## config.mk

```make
export PLATFORM = sky130hd
export DESIGN_NAME = train_axle_emulator
export DESIGN_NICKNAME = d
export VERILOG_FILES = /design/src/rtl/train_axle_emulator_pkg.sv /design/src/rtl/train_axle_emulator_phase_timer.sv /design/src/rtl/train_axle_emulator.sv
export SDC_FILE = /design/constraint.sdc
export NUM_CORES = 1
export LEC_CHECK = 0
export CAP_MARGIN = 30
export CORE_MARGIN = 2
export CORE_UTILIZATION = 30
export CTS_CLUSTER_SIZE = 30
export DETAILED_ROUTE_END_ITERATION = 10
export PLACE_DENSITY_LB_ADDON = 0.08
export SYNTH_ARGS = -nofsm -noshare
export SYNTH_HDL_FRONTEND = slang
export SYNTH_SLANG_ARGS = --single-unit
```

## constraint.sdc

```tcl
create_clock -name Clk -period 2.5 [get_ports Clk]
set_input_delay 0.25 -clock Clk [delete_from_list [all_inputs] [get_ports Clk]]
set_output_delay 0.25 -clock Clk [all_outputs]
set_load 0.005 [all_outputs]
```

## src/rtl/train_axle_emulator_pkg.sv

```systemverilog
// Shared definitions for the axle emulator: FSM states, direction meaning and sensor codes.
// The level-crossing controller imports the same package so both sides agree on direction.
package train_axle_emulator_pkg;

    typedef enum logic [2:0] {
        ST_IDLE,
        ST_ZERO,
        ST_LEAD,
        ST_BOTH,
        ST_TRAIL,
        ST_GAP,
        ST_DONE
    } state_t;

    localparam logic DIR_A2B = 1'b0;
    localparam logic DIR_B2A = 1'b1;

    // {a,b} sensor codes
    localparam logic [1:0] AB_NONE = 2'b00;
    localparam logic [1:0] AB_A    = 2'b10;
    localparam logic [1:0] AB_BOTH = 2'b11;
    localparam logic [1:0] AB_B    = 2'b01;

    // Lead sensor is the one the wheel reaches first in the selected direction.
    function automatic logic [1:0] sensor_code(input state_t s, input logic d);
        logic [1:0] code;
        code = AB_NONE;
        case (s)
            ST_LEAD:  code = (d == DIR_B2A) ? AB_B : AB_A;
            ST_BOTH:  code = AB_BOTH;
            ST_TRAIL: code = (d == DIR_A2B) ? AB_B : AB_A;
            default:  code = AB_NONE;
        endcase
        return code;
    endfunction

endpackage

```

## src/rtl/train_axle_emulator_phase_timer.sv

```systemverilog
// Loadable down-counter; expire is high while the count sits at zero.
// Loading N-1 on state entry makes the state last exactly N cycles.
module lc_phase_timer #(
    parameter int W = 3
) (
    input  logic         clk,
    input  logic         srst,
    input  logic         load,
    input  logic [W-1:0] load_value,
    output logic         expire
);

    logic [W-1:0] cnt_q;
    logic [W-1:0] cnt_d;

    always_comb begin
        cnt_d = cnt_q;
        if (load) begin
            cnt_d = load_value;
        end else if (cnt_q != '0) begin
            cnt_d = cnt_q - W'(1);
        end
    end

    always_ff @(posedge clk) begin
        if (srst) begin
            cnt_q <= '0;
        end else begin
            cnt_q <= cnt_d;
        end
    end

    assign expire = (cnt_q == '0);

endmodule

```

## src/rtl/train_axle_emulator.sv

```systemverilog
// Two-sensor axle waveform generator for one track: emits 'axles' Gray-coded
// 00/lead/11/trail cycles in the chosen direction, then a quiet gap and a done pulse.
module train_axle_emulator
    import train_axle_emulator_pkg::*;
#(
    parameter int PHASE_CYC = 1,
    parameter int GAP_CYC   = 4,
    parameter int AXLE_W    = 5
) (
    input  logic              Clk,
    input  logic              Reset,
    input  logic              start,
    input  logic              dir,
    input  logic [AXLE_W-1:0] axles,
    input  logic              abort,
    output logic              a,
    output logic              b,
    output logic              busy,
    output logic              done,
    output logic [AXLE_W-1:0] axle_cnt
);

    localparam int MAX_CYC = (PHASE_CYC > GAP_CYC) ? PHASE_CYC : GAP_CYC;
    localparam int TMR_W   = $clog2(MAX_CYC) + 1;

    state_t            state_q, state_d;
    logic              dir_q, dir_d;
    logic [AXLE_W-1:0] axles_q, axles_d;
    logic [AXLE_W-1:0] cnt_q, cnt_d;
    logic [1:0]        ab_q, ab_d;
    logic              busy_q, busy_d;
    logic              done_q, done_d;

    logic              tmr_load;
    logic [TMR_W-1:0]  tmr_value;
    logic              tmr_expire;

    lc_phase_timer #(
        .W (TMR_W)
    ) u_phase_timer (
        .clk        (Clk),
        .srst       (Reset),
        .load       (tmr_load),
        .load_value (tmr_value),
        .expire     (tmr_expire)
    );

    always_comb begin
        state_d = state_q;
        dir_d   = dir_q;
        axles_d = axles_q;
        cnt_d   = cnt_q;
        if (abort) begin
            // Also covers abort+start in IDLE: the start is dropped.
            state_d = ST_IDLE;
        end else begin
            case (state_q)
                ST_IDLE: begin
                    if (start) begin
                        dir_d   = dir;
                        axles_d = axles;
                        cnt_d   = '0;
                        state_d = (axles == '0) ? ST_DONE : ST_ZERO;
                    end
                end
                ST_ZERO:  if (tmr_expire) state_d = ST_LEAD;
                ST_LEAD:  if (tmr_expire) state_d = ST_BOTH;
                ST_BOTH:  if (tmr_expire) state_d = ST_TRAIL;
                ST_TRAIL: begin
                    if (tmr_expire) begin
                        cnt_d   = cnt_q + AXLE_W'(1);
                        state_d = (cnt_d < axles_q) ? ST_ZERO : ST_GAP;
                    end
                end
                ST_GAP:   if (tmr_expire) state_d = ST_DONE;
                ST_DONE:  state_d = ST_IDLE;
                default:  state_d = ST_IDLE;
            endcase
        end
    end

    // Outputs are decoded from the next state so they change on the same edge as the state.
    always_comb begin
        ab_d      = sensor_code(state_d, dir_d);
        busy_d    = (state_d != ST_IDLE) && (state_d != ST_DONE);
        done_d    = (state_d == ST_DONE);
        tmr_load  = (state_d != state_q);
        tmr_value = (state_d == ST_GAP) ? TMR_W'(GAP_CYC - 1) : TMR_W'(PHASE_CYC - 1);
    end

    always_ff @(posedge Clk) begin
        if (Reset) begin
            state_q <= ST_IDLE;
            dir_q   <= DIR_A2B;
            axles_q <= '0;
            cnt_q   <= '0;
            ab_q    <= AB_NONE;
            busy_q  <= 1'b0;
            done_q  <= 1'b0;
        end else begin
            state_q <= state_d;
            dir_q   <= dir_d;
            axles_q <= axles_d;
            cnt_q   <= cnt_d;
            ab_q    <= ab_d;
            busy_q  <= busy_d;
            done_q  <= done_d;
        end
    end

    assign a        = ab_q[1];
    assign b        = ab_q[0];
    assign busy     = busy_q;
    assign done     = done_q;
    assign axle_cnt = cnt_q;

endmodule

```

==> impl_metrics.json <==
{
  "seqPwrFrac_pct": 40.7,
  "final_cell_mix": "dfxtp_1 (21), nor2_1 (20), clkdlybuf4s50_1 (18)",
  "core_mm2": 0.00397,
  "clk-insertion-delay-late_ns": 0.26,
  "hpwl_mm": 2.12,
  "cp-end-kind": "flip-flop",
  "start_util_pct": 30.8,
  "drtIter0Drc": 28,
  "gr-total-overflow": 0,
  "clock-root-buffer": "clkbuf_8",
  "synth_fp_nets": 162,
  "cts.hold.buffers_added": 0,
  "syn_area_per_cell_um2": 8.44,
  "cap_violations": 0,
  "p_int_w": 0.000627,
  "crit_type": "flip-flop to flip-flop",
  "synth_top_area_share_pct": 34.4,
  "powerDensity_mw_per_mm2": 620,
  "peakVddDrop_uv": 205,
  "wl_mm": 2.71,
  "synth_top_area_cell": "dfxtp_1",
  "antenna_found_initial": 0,
  "hold_path_class": "flip-flop to flip-flop",
  "ys_ff_latch": 21,
  "synth_ff_type": "dfxtp_1",
  "num_vias": 1069,
  "hold_slack_ns": 0.479,
  "hold_violations": 0,
  "worst_r2r_path_depth": 9,
  "syn_to_final_growth_pct": 25.1,
  "synth-edff-count": 0,
  "synth.distinct_cells": 40,
  "drt_first_pass_iters": 4,
  "die_h_um": 67.9,
  "via_per_inst": 4.95,
  "io_pins": 19,
  "fillers": 418,
  "grt_pass1_vias": 1008,
  "cts_tree": "done",
  "die_x_um": 67.9,
  "drc": 0,
  "combPwrFrac_pct": 35.5,
  "gp_congestion": 0.769,
  "drv_slew": 0,
  "post-route-period-util_pct": 91.8,
  "wl_per_cell_um": 12.5,
  "nets": 184,
  "power.switching_w": 0.000322,
  "grt_max_degree": 14,
  "synth_area_mm2": 0.00122,
  "power_leakage_nw": 0.602,
  "drt.antenna.violating_nets": 0,
  "power_w": 0.000949,
  "cp.required_ns": 2.69,
  "numPortBuffers": 18,
  "final_common_cell": "dfxtp_1",
  "synth_area_leaders": "dfxtp_1 (34%), ha_1 (7.2%), nor2_1 (6.1%)",
  "worstHoldPathCells": 2,
  "rows": 23,
  "max_freq_mhz": 436,
  "dieArea_mm2": 0.00461,
  "path_max_fanout": 7,
  "yosysWarnings": 0,
  "n_antenna_cell": 0,
  "setup_tns_ns": 0,
  "h-tree-depth": 1,
  "slew_headroom_pct": 65.8,
  "worstMarginPinSlew_ns": 0.500,
  "async_flop_share_pct": 0,
  "syn_inst": 145,
  "status": "completed",
  "finalWorstPathRequiredPeriod_ns": 2.30,
  "ys_seq_area_share_pct": 34.4,
  "clock_path_buffers": 2,
  "grt_use_total_pct": 13.4,
  "cts.sinks": 21,
  "setup_viol": 0,
  "grt_pass1_wl_mm": 4.59,
  "path_clk_slew_ns": 0.08,
  "skew_ns": 0.00244,
  "switching_share_pct": 33.9,
  "cts_buffers": 3,
  "p_clk_share_pct": 23.8,
  "drive_above_1_share_pct": 10.2,
  "cp-start-kind": "flip-flop",
  "arrival_ns": 2.49
}
sequential cells by signal, indices dropped and copies added, names as in the netlist:
name	flops
u_phase_timer.cnt_q	3
axle_cnt	5
ab_q	2
done	1
dir_q	1
busy	1
state_q	3
axles_q	5
logic make-up after synthesis:
kind of cell    count (synthesis)  share of synthesized area (%)
mux                             7                           6.13
buf+inv                        16                           5.62
simple gates                   56                           26.0
compound gates                 34                           17.9
xor+xnor                        4                           2.86
fa+ha+maj                       7                           7.16
flops                          21                           34.4
through the flow:
step           setup WS [ns]  utilization [%]  area [um^2]  cells
6_report               0.205             38.5         1530    216
5_1_grt             -0.00610             38.5         1530    216
4_1_cts               0.0871             38.2         1520    216
3_5_place_dp           0.120             37.1         1470    212
3_3_place_gp           0.193             37.1         1470    212
2_1_floorplan          0.328                -         1220    145
Yosys cell counts, drive strengths merged, types with 4 or more instances:
cell type and n:
dfxtp 21, nor2 21, inv 10, o21ai 10, ha 7, a21oi 6
mux2i 6, nand2 6, a31oi 4, clkbuf 4, nand3 4, nor2b 4
cell type report:
class	instances	area, um^2	share of cell area (%)
clock buffer	4	45.0	2.94
inverter	10	37.5	2.45
multi-input combinational	108	747	48.8
sequential	21	420	27.5
tap	50	62.6	4.09
timing repair buffer	23	218	14.2
worst paths after layout:
path | start | end | slack, ns
setup / recovery | axle_cnt[1]$_SDFFE_PP0P_ | ab_q[1]$_SDFF_PP0_ | 0.20
hold / removal | axles_q[0]$_SDFFE_PP0P_ | axles_q[0]$_SDFFE_PP0P_ | 0.48
setup reg to reg | axle_cnt[1]$_SDFFE_PP0P_ | ab_q[1]$_SDFF_PP0_ | 0.20
hold reg to reg | axles_q[0]$_SDFFE_PP0P_ | axles_q[0]$_SDFFE_PP0P_ | 0.48
power groups by stage:
stage                     Sequential (W)  Clock (W)  Combinational [W]
final                           0.000386   0.000226           0.000337
after global routing            0.000391   0.000250           0.000378
after CTS                       0.000386   0.000236           0.000331
after detailed placement        0.000394          0           0.000331
after global placement          0.000393          0           0.000321
after floorplan                 0.000387          0           0.000245
critical path, cell delays in order, from the launching register on:
cell     delay, ns
dfxtp_1       0.39
ha_2          0.24
nand3_1       0.10
xnor2_1       0.16
ha_1          0.32
nand2_1       0.07
o31ai_1       0.20
a21o_1        0.26
or3b_1        0.36
a21oi_1       0.13
metal layers:
metal	GRT usage, %	routed length (um)
met5	0	0
met4	4.50	30
met1	18.3	1370
met3	2.80	104
met2	21.0	1200
what timing repair did:
item,in CTS,in global routing
setup endpoints to repair,0,7
resized for setup,0,3
buffers inserted,0,0
Note: power is estimated with default switching activity, not from simulation.
